[config.mk]
export PLATFORM = sky130hd
export DESIGN_NAME = clk_div_cfg
export DESIGN_NICKNAME = d
export VERILOG_FILES = /design/src/rtl/clk_div_pkg.sv /design/src/rtl/clk_glitchfree_mux.sv /design/src/rtl/clk_div_cfg.sv
export SDC_FILE = /design/constraint.sdc
export NUM_CORES = 1
export LEC_CHECK = 0
export BUFFER_PORTS_ARGS = -buffer_cell sky130_fd_sc_hd__buf_2
export CORE_ASPECT_RATIO = 1.1
export CORE_UTILIZATION = 55
export DETAILED_ROUTE_END_ITERATION = 7
export PLACE_DENSITY = 0.8
export SLEW_MARGIN = 20
export SYNTH_ARGS = -nofsm -noshare
export SYNTH_HDL_FRONTEND = slang
export SYNTH_SLANG_ARGS = --single-unit
[constraint.sdc]
create_clock -name ref_clk -period 2.95 [get_ports ref_clk]
set_clock_uncertainty 0.15 [all_clocks]
set_input_delay 0.7375 -clock ref_clk [delete_from_list [all_inputs] [get_ports ref_clk]]
set_output_delay 0.7375 -clock ref_clk [all_outputs]
set_load 0.02 [all_outputs]
[src/rtl/clk_div_pkg.sv]
// Shared types and helpers for the runtime-configurable clock divider (clk_div_cfg).
package clk_div_pkg;

  typedef enum logic [1:0] {IDLE, RUN, BYPASS, DRAIN} state_t;

  localparam int unsigned BYPASS_MAX_RATIO = 1;

  // Number of ref_clk cycles the divided clock spends high in one period.
  function automatic int unsigned high_len(input int unsigned ratio);
    return ratio >> 1;
  endfunction

endpackage

[src/rtl/clk_glitchfree_mux.sv]
// Negedge-side output stage of clk_div_cfg: bypass select flop and the divided clock mux.
// CLK_DIV_ODD_DUTY50_EN adds a negedge copy of div_q to stretch odd ratios to 50% duty.
module clk_glitchfree_mux (
  input  logic ref_clk,
  input  logic reset,
  input  logic div_q,
  input  logic bypass_req,
  input  logic odd_ratio,
  output logic divided_clk,
  output logic bypass_active
);

  logic bypass_q;
  logic div_path;

  // Switching only while ref_clk is low and div_q is low means neither source is high at the swap.
  always_ff @(negedge ref_clk or negedge reset) begin
    if (!reset) begin
      bypass_q <= 1'b0;
    end else if (!bypass_req) begin
      bypass_q <= 1'b0;
    end else if (!div_q) begin
      bypass_q <= 1'b1;
    end
  end

`ifdef CLK_DIV_ODD_DUTY50_EN
  logic div_q_neg;

  always_ff @(negedge ref_clk or negedge reset) begin
    if (!reset) begin
      div_q_neg <= 1'b0;
    end else begin
      div_q_neg <= div_q;
    end
  end

  assign div_path = div_q | (div_q_neg & odd_ratio);
`else
  logic unused_odd;
  assign unused_odd = odd_ratio;
  assign div_path   = div_q;
`endif

  assign divided_clk   = bypass_q ? ref_clk : div_path;
  assign bypass_active = bypass_q;

endmodule

[src/rtl/clk_div_cfg.sv]
// Runtime-reconfigurable integer clock divider with glitch-free bypass and graceful stop.
// Optional odd-ratio 50% duty is selected with CLK_DIV_ODD_DUTY50_EN.
module clk_div_cfg #(
  parameter int RATIO_W = 8
) (
  input  logic               ref_clk,
  input  logic               reset,
  input  logic               enable,
  input  logic [RATIO_W-1:0] division_ratio,
  output logic               divided_clk,
  output logic               div_tick,
  output logic [RATIO_W-1:0] ratio_active,
  output logic               bypass_active
);

  import clk_div_pkg::*;

  state_t             state;
  logic [RATIO_W-1:0] counter;
  logic [RATIO_W-1:0] next_cnt;
  logic [RATIO_W-1:0] high;
  logic               div_q;
  logic               bypass_req;
  logic               ratio_ge2;
  logic               boundary;

  assign ratio_ge2 = division_ratio > RATIO_W'(BYPASS_MAX_RATIO);
  assign high      = RATIO_W'(high_len(32'(ratio_active)));
  assign next_cnt  = counter + RATIO_W'(1);
  assign boundary  = counter == (ratio_active - RATIO_W'(1));

  // ratio_active doubles as the shadow ratio; it only changes at period boundaries in divide mode.
  always_ff @(posedge ref_clk or negedge reset) begin
    if (!reset) begin
      state        <= IDLE;
      counter      <= '0;
      div_q        <= 1'b0;
      div_tick     <= 1'b0;
      ratio_active <= '0;
      bypass_req   <= 1'b0;
    end else begin
      div_tick <= 1'b0;
      case (state)
        IDLE: begin
          if (enable) begin
            ratio_active <= division_ratio;
            if (ratio_ge2) begin
              state    <= RUN;
              counter  <= '0;
              div_q    <= 1'b1;
              div_tick <= 1'b1;
            end else begin
              state      <= BYPASS;
              bypass_req <= 1'b1;
            end
          end
        end
        RUN, DRAIN: begin
          if (boundary) begin
            counter <= '0;
            if (!enable) begin
              state        <= IDLE;
              div_q        <= 1'b0;
              ratio_active <= '0;
            end else if (!ratio_ge2) begin
              state        <= BYPASS;
              bypass_req   <= 1'b1;
              div_q        <= 1'b0;
              ratio_active <= division_ratio;
            end else begin
              state        <= RUN;
              div_q        <= 1'b1;
              div_tick     <= 1'b1;
              ratio_active <= division_ratio;
            end
          end else begin
            counter <= next_cnt;
            div_q   <= next_cnt < high;
            state   <= enable ? RUN : DRAIN;
          end
        end
        BYPASS: begin
          // Leaving takes two steps: drop the request, let the negedge flop clear, then move on.
          ratio_active <= division_ratio;
          if (bypass_req) begin
            if (!enable || ratio_ge2) begin
              bypass_req <= 1'b0;
            end
          end else if (!enable) begin
            state        <= IDLE;
            ratio_active <= '0;
          end else if (ratio_ge2) begin
            state    <= RUN;
            counter  <= '0;
            div_q    <= 1'b1;
            div_tick <= 1'b1;
          end else begin
            bypass_req <= 1'b1;
          end
        end
        default: state <= IDLE;
      endcase
    end
  end

  clk_glitchfree_mux u_mux (
    .ref_clk       (ref_clk),
    .reset         (reset),
    .div_q         (div_q),
    .bypass_req    (bypass_req),
    .odd_ratio     (ratio_active[0]),
    .divided_clk   (divided_clk),
    .bypass_active (bypass_active)
  );

endmodule

==> metrics.md, run 1 <==
| Metric | Value |
|---|---|
| RD Place Congestion | `0.807` |
| Syn Nets | `177` |
| Die ar. | `2940 um^2` |
| Failing checks | `setup timing` |
| Filler Cell Count | `210` |
| Sequential standard cell area | `551 um^2` |
| First-pass GRT wire length | `5600 um` |
| DRC violations left | `0` |
| Gate power share | `0.549` |
| Top cells by area, synth | `dfrtp_1 35%, ha_1 6.7%, mux2i_1 6.0%` |
| # hold bufs at CTS | `0` |
| Worst reg-to-reg setup slack | `0.22 ns` |
| Critical path fanouts, max | `3` |
| Critical Path AT | `2.65 ns` |
| Reg power frac | `0.325` |
| Netlist Area Pre-Place | `1500 um^2` |
| Post-Syn Instances | `158` |
| Max Cap Viol | `0` |
| Largest net degree at the start of global routing | `22` |
| Asr flop ratio synth | `1.00` |
| Starting Density | `0.589` |
| Vias in the first global route | `1338` |
| Total chip power | `1.85 mW` |
| NetSw | `0.838 mW` |
| Area of the core | `2540 um^2` |
| Area leader, netlist | `dfrtp_1` |
| DR pass1 iterations | `4` |
| Final Max Slew Viols | `0` |
| Initial DRC Count | `27` |
| Worst slew margin | `0.562` |
| Worst setup SP type | `register` |
| Share of cells above drive strength 1 | `0.226` |
| Routed WL per cell | `14.9 um` |
| Critical path class | `register to primary output` |
| CP endpoint kind | `primary output` |
| Avg Inst Size Synth | `9.49 um^2` |
| Post-DP HPWL | `2420 um` |
| DR vias | `1289` |
| Switching Share | `0.452` |
| Lkg Pwr | `0.773 nW` |
| Global route total overflow | `0` |
| Post-route ant nets | `0` |
| Count leader, synth | `dfrtp_1` |
| Initial antenna violation count | `0` |
| Main flop type after synthesis | `dfrtp_1` |
| Multi-input combinational cell area | `878 um^2` |
| Power per cell area | `1070 nW/um^2` |
| Synthesis Warnings | `0` |
| Hold slack | `0.129 ns` |
| Worst slew pin tran | `0.657 ns` |
| Vias per inst | `5.94` |
| Synth Register Bits | `22` |
| WL final | `3240 um` |
| Diodes inserted | `0` |
| Sequential share of the synthesized area | `0.367` |
| Global Route Usage Sum | `0.256` |
| Setup slack after layout | `-0.587 ns` |
| Buffers added on ports | `21` |
| Worst Path Required | `2.06 ns` |
| Area fraction of the dominant cell type after synthesis | `0.351` |
| Clk_lat worst skew | `0.42 ns` |
| Worst-path clk slew | `0.12 ns` |
| Worst hold-check path type | `input pin to asynchronous set/reset pin` |
| Die W | `51.8 um` |
| Die Y | `56.8 um` |
| # setup viols final | `4` |
| Unrepaired setup endpoints after global routing | `yes` |
| Pint | `1.02 mW` |
| Num rows | `19` |
| Post-synth EDFFs | `0` |
| Final nets | `206` |
| DP Cell Count | `207` |
| Boundary Pins | `22` |
| Worst VDD drop | `639 uV` |
| Synthesis-to-layout area growth | `15.4%` |
| Status | `finished, violations left` |
| Yosys cell types | `43` |
| CTS tree | `built` |
| Fin. Hold Viols | `0` |
| Clock power share | `0.126` |
| Fin cells | `217` |
| Commonest cells in the netlist | `21 x dfrtp_1, 17 x nand2_1, 12 x inv_1` |
-- power groups by stage --
stage / combinational, mW / clock (mW) / sequential, mW
2_1_floorplan: 0.758 / 0.0145 / 0.604
3_3_place_gp: 0.937 / 0.0193 / 0.603
3_5_place_dp: 0.988 / 0.0193 / 0.608
4_1_cts: 0.994 / 0.242 / 0.601
5_1_grt: 1.14 / 0.254 / 0.625
6_report: 1.02 / 0.234 / 0.602
-- final timing paths --
kind / cells after the start / end / from
max: 3 / divided_clk / u_mux.bypass_active$_DFFE_NN0P_
min: 2 / state[0]$_DFFE_PN0P_ / reset
max reg2reg: 10 / ratio_active[4]$_DFFE_PN0P_ / ratio_active[1]$_DFFE_PN0P_
min reg2reg: 1 / bypass_req$_DFFE_PN0P_ / state[1]$_DFFE_PN0P_
max in group asynchronous: 1 / u_mux.bypass_active$_DFFE_NN0P_ / reset
min in group ref_clk: 1 / bypass_req$_DFFE_PN0P_ / state[1]$_DFFE_PN0P_
-- registers in the layout, summed over array words and instances (netlist names) --
name / count
u_mux.bypass_active: 1
ratio_active: 8
counter: 8
div_tick: 1
state: 2
bypass_req: 1
div_q: 1
-- cell type report --
cell class / instances / area share
clock buffer: 8 / 0.0347
inverter: 12 / 0.0260
multi-input combinational: 118 / 0.508
sequential: 22 / 0.318
tap: 31 / 0.0224
timing repair buffer: 26 / 0.0911
-- stage by stage --
| step | util | setup TNS [ns] | instance area (um^2) | setup WS (ns) |
|---|---|---|---|---|
| final | 0.680 | -1.04 | 1730 | -0.587 |
| after global routing | 0.680 | -1.13 | 1730 | -0.638 |
| after CTS | 0.667 | -1.06 | 1700 | -0.598 |
| after detailed placement | 0.645 | -0.149 | 1640 | -0.149 |
| after global placement | 0.645 | -0.128 | 1640 | -0.128 |
| after floorplan | - | -0.162 | 1510 | -0.162 |
-- worst max-delay path, stage by stage, from the launching register on --
cell and delay [ns]:
dfrtn_1 0.45, nand2b_4 0.15, nand2_4 0.04, buf_6 0.12
-- layout by cell type (no fill, tap or decap), types with 2 or more instances in the layout --
| master | n |
|---|---|
| a31oi_1 | 4 |
| nor3_1 | 4 |
| a21oi_1 | 7 |
| nand3_1 | 4 |
| o21ai_0 | 4 |
| inv_1 | 12 |
| or3_1 | 2 |
| nand2_4 | 2 |
| xnor2_1 | 8 |
| nor4b_1 | 2 |
| mux2i_1 | 9 |
| ha_1 | 8 |
| xor2_1 | 7 |
| and2_1 | 2 |
| nand2_1 | 16 |
| buf_2 | 20 |
| o22ai_1 | 3 |
| nor2_1 | 6 |
| clkbuf_4 | 6 |
| buf_4 | 5 |
| dfrtp_1 | 21 |
| a32o_1 | 5 |
| nor4_1 | 4 |
| nor2b_1 | 4 |
-- repair_timing --
item	CTS	global route
endpoints found under the hold margin	0	0
resized for setup	2	0
pin swaps	0	2
setup endpoints to repair	4	13
buffers inserted	0	3
-- routing by layer --
metal / wire length [um] / track usage
met5: 0 / 0
met4: 71 / 0.135
met3: 122 / 0.0352
met2: 1690 / 0.436
met1: 1350 / 0.303
-- cell families after synthesis --
family / synth area share
AOI/OAI and AO/OA: 0.160
xor gates and xnor gates: 0.0985
adders and majority gates: 0.0668
buffers and inverters: 0.0568
DFF: 0.367
muxes: 0.0676
and+or+nand+nor: 0.183
Power figures use the tool's default switching activity.
==> run 2: changes to the inputs <==
--- a/constraint.sdc
+++ b/constraint.sdc
@@ -3,3 +3,3 @@
 set_input_delay 0.7375 -clock ref_clk [delete_from_list [all_inputs] [get_ports ref_clk]]
 set_output_delay 0.7375 -clock ref_clk [all_outputs]
-set_load 0.02 [all_outputs]
+set_load 0.1 [all_outputs]
==> run 2 against run 1 <==
The flow still finishes with violations (setup timing). Count of clock-buffer cells in the layout is the same. Worst setup slack worse by 0.10 ns. Combinational power increased by 28%. First-iteration DRC count up 41%. Die area stayed put. Critical path type unchanged. Critical endpoint unchanged. Largest power group unchanged. Highest routed layer unchanged.
==> metrics.md, run 2 (synthesis gave the netlist of run 1 again) <==
| Metric | Value |
|---|---|
| Global Route Usage Sum | `0.267` |
| Worst setup SP type | `register` |
| Critical path class | `register to primary output` |
| Starting Density | `0.589` |
| Worst Path Required | `2.06 ns` |
| Crit path buffers/inverters | `1` |
| Max Cap Viol | `0` |
| Die ar. | `2940 um^2` |
| DP Cell Count | `208` |
| First-pass GRT wire length | `5740 um` |
| Share of cells above drive strength 1 | `0.238` |
| RD Place Congestion | `0.810` |
| Critical path fanouts, max | `3` |
| Clk_lat worst skew | `0.43 ns` |
| Worst slew pin tran | `0.788 ns` |
| Cells along the critical path | `nand2b_4 -> nand2_8 -> buf_12` |
| Fin. Hold Viols | `0` |
| Most common cell after layout, fill and taps aside | `dfrtp_1` |
| Status | `finished, violations left` |
| Hold slack | `0.127 ns` |
| Worst-path clk slew | `0.13 ns` |
| Initial DRC Count | `38` |
| Num rows | `19` |
| # setup viols final | `4` |
| Sequential standard cell area | `552 um^2` |
| Vias in the first global route | `1306` |
| Post-route ant nets | `0` |
| Die Y | `56.8 um` |
| DR vias | `1281` |
| CTS tree | `built` |
| Filler Cell Count | `201` |
| Lkg Pwr | `0.784 nW` |
| Area of the core | `2540 um^2` |
| Unrepaired setup endpoints after global routing | `yes` |
| Buffers added on ports | `21` |
| Fin cells | `216` |
| Setup slack after layout | `-0.691 ns` |
| Diodes inserted | `0` |
| Crit-path slowest cell | `dfrtn_1` |
| Worst hold-check path type | `input pin to asynchronous set/reset pin` |
| Final Util | `0.696` |
| CP endpoint kind | `primary output` |
| Failing checks | `setup timing` |
| Final nets | `205` |
| Commonest cells after routing, fill and taps aside | `20 x dfrtp_1, 19 x buf_2, 15 x nand2_1` |
| WL final | `3400 um` |
| Synthesis-to-layout area growth | `18.0%` |
| Die W | `51.8 um` |
| Largest delay contributor family on the critical path | `flip-flops` |
| Worst path max stage delay | `0.47 ns` |
| Critical Path AT | `2.75 ns` |
| Worst slew margin | `0.475` |
| Final Max Slew Viols | `0` |
| Largest net degree at the start of global routing | `22` |
| Initial antenna violation count | `0` |
| Routed WL per cell | `15.7 um` |
| DRC violations left | `0` |
| Boundary Pins | `22` |
| Multi-input combinational cell area | `890 um^2` |
| Power per cell area | `1280 nW/um^2` |
| Vias per inst | `5.93` |
| Global route total overflow | `0` |
| Post-DP HPWL | `2430 um` |
| Worst VDD drop | `923 uV` |
| Largest regs | `counter (8), ratio_active (8), state (2)` |
| DR pass1 iterations | `4` |
run 2: changes by cell type in the layout (fill, tap and decap cells not counted), sizes merged:
cell / previous run / this run
buf: 27 / 26
run 2: power by group:
group / switching [mW] / internal, mW / leakage [nW]
Combinational: 0.836 / 0.478 / 0.459
Clock: 0.181 / 0.154 / 0.0518
Sequential: 0.189 / 0.419 / 0.274
run 2: layout make-up:
cell class              count  area share
multi-input cells         118       0.503
inverters                  12      0.0255
clock buffers               8      0.0446
repair buffers             25      0.0934
well taps                  31      0.0219
flip-flops and latches     22       0.312
run 2: worst paths after layout:
check / from / to / slack [ns] / depth (start not counted)
worst min register to register: state[1]$_DFFE_PN0P_ / bypass_req$_DFFE_PN0P_ / 0.36 / 1
worst min-delay path: reset / div_tick$_DFF_PN0_ / 0.13 / 2
worst max register to register: ratio_active[0]$_DFFE_PN0P_ / ratio_active[2]$_DFFE_PN0P_ / 0.16 / 10
min in group ref_clk: state[1]$_DFFE_PN0P_ / bypass_req$_DFFE_PN0P_ / 0.36 / 1
worst max-delay path: u_mux.bypass_active$_DFFE_NN0P_ / divided_clk / -0.69 / 3
max in group asynchronous: reset / u_mux.bypass_active$_DFFE_NN0P_ / 1.25 / 1
run 2: what timing repair did:
| item | in CTS | in global routing |
|---|---|---|
| gates resized for setup | 4 | 0 |
| pin swaps | 0 | 2 |
| hold buffers | 0 | 0 |
| buffers inserted | 0 | 1 |
| endpoints found under the setup margin | 4 | 13 |
| cloned | 0 | 0 |
run 2: per-layer routing:
metal / wire, um / track usage / up-vias
met5: 0 / 0 / -
met4: 106 / 0.193 / 0
met3: 118 / 0.0352 / 13
met2: 1790 / 0.434 / 37
met1: 1390 / 0.316 / 611
li1: - / - / 620
run 2: per-stage QoR:
stage / instance area, um^2 / power, mW / setup TNS (ns) / setup slack [ns]
floorplan: 1530 / 1.72 / -1.26 / -0.856
global placement: 1680 / 1.91 / -0.535 / -0.409
finish: 1770 / 2.26 / -1.30 / -0.691
detailed placement: 1680 / 1.97 / -0.563 / -0.422
CTS: 1750 / 2.24 / -1.32 / -0.698
global route: 1770 / 2.42 / -1.39 / -0.729
==> run 3: changes to the inputs <==
Settings changed: CORE_MARGIN set to 3, CORE_UTILIZATION 55 to 51, PLACE_DENSITY 0.8 to 0.78.
Clock period 2.95 ns to 3.1 ns, I/O delays scaled along.
==> run 3 against run 2 <==
The flow still finishes with violations (setup timing). Sequential power shrank 5.6%. Via count is 1.3% higher. Sequential share of layout area fell by 0.22 points. Register-to-register slack better by 0.12 ns. Non-clock buffer count unchanged. Routed wire length rose by 0.85%. Global-route usage fell by 5.9 points. Clock power up 12%. Sequential cell count stayed put. Count of clock-buffer cells in the layout down 1. Critical path type unchanged. Largest power group unchanged.
==> metrics.md, run 3 (synthesis gave the netlist of run 1 again) <==
| Metric | Value |
|---|---|
| Setup WS pre-CTS | `-0.389 ns` |
| Setup TNS | `-1.31 ns` |
| DR pass1 iterations | `4` |
| Vias per inst | `5.95` |
| # setup viols final | `4` |
| Num rows | `20` |
| Final nets | `205` |
| Max Cap Viol | `0` |
| Most common cell after layout, fill and taps aside | `dfrtp_1` |
| Largest net degree at the start of global routing | `22` |
| Vias in the first global route | `1376` |
| Post-route ant nets | `0` |
| Setup slack after layout | `-0.657 ns` |
| Critical Path AT | `2.83 ns` |
| Buffers added on ports | `21` |
| Global Route Usage Sum | `0.208` |
| Synthesis-to-layout area growth | `18.6%` |
| Starting Density | `0.540` |
| Lkg Pwr | `0.791 nW` |
| Worst slew pin tran | `0.787 ns` |
| CP endpoint kind | `primary output` |
| Share of cells above drive strength 1 | `0.232` |
| # hold bufs at CTS | `0` |
| RD Place Congestion | `0.767` |
| Final Max Slew Viols | `0` |
| Unrepaired setup endpoints after global routing | `yes` |
| Die ar. | `3630 um^2` |
| Worst VDD drop | `886 uV` |
| Post-DP HPWL | `2560 um` |
| Area of the core | `2780 um^2` |
| Diodes inserted | `0` |
| Worst hold-check path type | `input pin to asynchronous set/reset pin` |
| Power per cell area | `1230 nW/um^2` |
| WL final | `3430 um` |
| Fin. Hold Viols | `0` |
| Largest regs | `counter (8), ratio_active (8), state (2)` |
| DRC violations left | `0` |
| Global route total overflow | `0` |
| Boundary Pins | `22` |
| Die W | `57.7 um` |
| Clk_lat worst skew | `0.44 ns` |
| Critical path class | `register to primary output` |
| Routed WL per cell | `15.7 um` |
| Die Y | `62.9 um` |
| Worst setup SP type | `register` |
| Failing checks | `setup timing` |
| CTS tree | `built` |
| First-pass GRT wire length | `6000 um` |
| Worst-path clk slew | `0.13 ns` |
| DR vias | `1298` |
| Commonest cells after routing, fill and taps aside | `21 x dfrtp_1, 19 x buf_2, 15 x nand2_1` |
| Worst slew margin | `0.476` |
| Status | `finished, violations left` |
| Critical path fanouts, max | `3` |
| Initial DRC Count | `62` |
| Worst Path Required | `2.17 ns` |
| Hold slack | `0.167 ns` |
| Initial antenna violation count | `0` |
==> run 3: cell count changes in the layout (fill, tap and decap cells not counted) <==
cell	before	now
dfrtp_1	20	21
buf_12	3	2
dfrtp_2	1	0
clkbuf_8	1	0
bufinv_16	0	1
buf_6	0	1
==> run 3: critical path, cell delays in order (launching register included) <==
cell and delay [ns]:
dfrtn_1 0.46, nand2b_4 0.17, nand2_8 0.05, buf_12 0.16
==> run 3: power breakdown <==
part	leakage, nW	internal, mW	switching [mW]	total (mW)
clock network	0.0588	0.205	0.169	0.374
registers	0.275	0.398	0.176	0.574
logic	0.457	0.442	0.797	1.24
total	0.791	1.05	1.14	2.19
==> run 3: routing by layer <==
| layer | GRT usage | vias up | part of all wire |
|---|---|---|---|
| met4 | 0.110 | 0 | 0.024 |
| met2 | 0.340 | 37 | 0.52 |
| li1 | - | 613 | - |
| met1 | 0.257 | 637 | 0.42 |
| met3 | 0.0331 | 11 | 0.031 |
| met5 | 0 | - | 0 |
==> run 3: layout make-up <==
type / instances / area [um^2]
Tap cell: 33 / 41.3
Multi-Input combinational cell: 118 / 890
Fill cell: 237 / 1000
Clock inverter: 1 / 30.0
Inverter: 12 / 45.0
Timing Repair Buffer: 25 / 156
Sequential cell: 22 / 551
Clock buffer: 7 / 65.1
==> run 3: worst paths after layout <==
| check | from | to | slack, ns | cells after the start |
|---|---|---|---|---|
| hold / removal | reset | counter[6]$_DFFE_PN0P_ | 0.17 | 2 |
| setup / recovery | u_mux.bypass_active$_DFFE_NN0P_ | divided_clk | -0.66 | 3 |
| max in group asynchronous | reset | u_mux.bypass_active$_DFFE_NN0P_ | 1.29 | 1 |
| setup reg to reg | ratio_active[1]$_DFFE_PN0P_ | ratio_active[6]$_DFFE_PN0P_ | 0.28 | 9 |
| hold reg to reg | state[1]$_DFFE_PN0P_ | bypass_req$_DFFE_PN0P_ | 0.35 | 1 |
| min in group ref_clk | state[1]$_DFFE_PN0P_ | bypass_req$_DFFE_PN0P_ | 0.35 | 1 |
==> run 3: metrics by stage <==
stage | power, mW | util | instances | instance area [um^2]
2_1_floorplan | 1.64 | - | 158 | 1530
3_3_place_gp | 1.82 | 0.604 | 210 | 1680
3_5_place_dp | 1.88 | 0.604 | 210 | 1680
4_1_cts | 2.20 | 0.636 | 217 | 1770
5_1_grt | 2.35 | 0.640 | 218 | 1780
6_report | 2.19 | 0.640 | 218 | 1780
==> run 3: what timing repair did <==
action                                  CTS  global route
gates resized for setup                   4             1
pin swaps                                 0             0
buffers inserted                          0             1
endpoints found under the setup margin    4             4
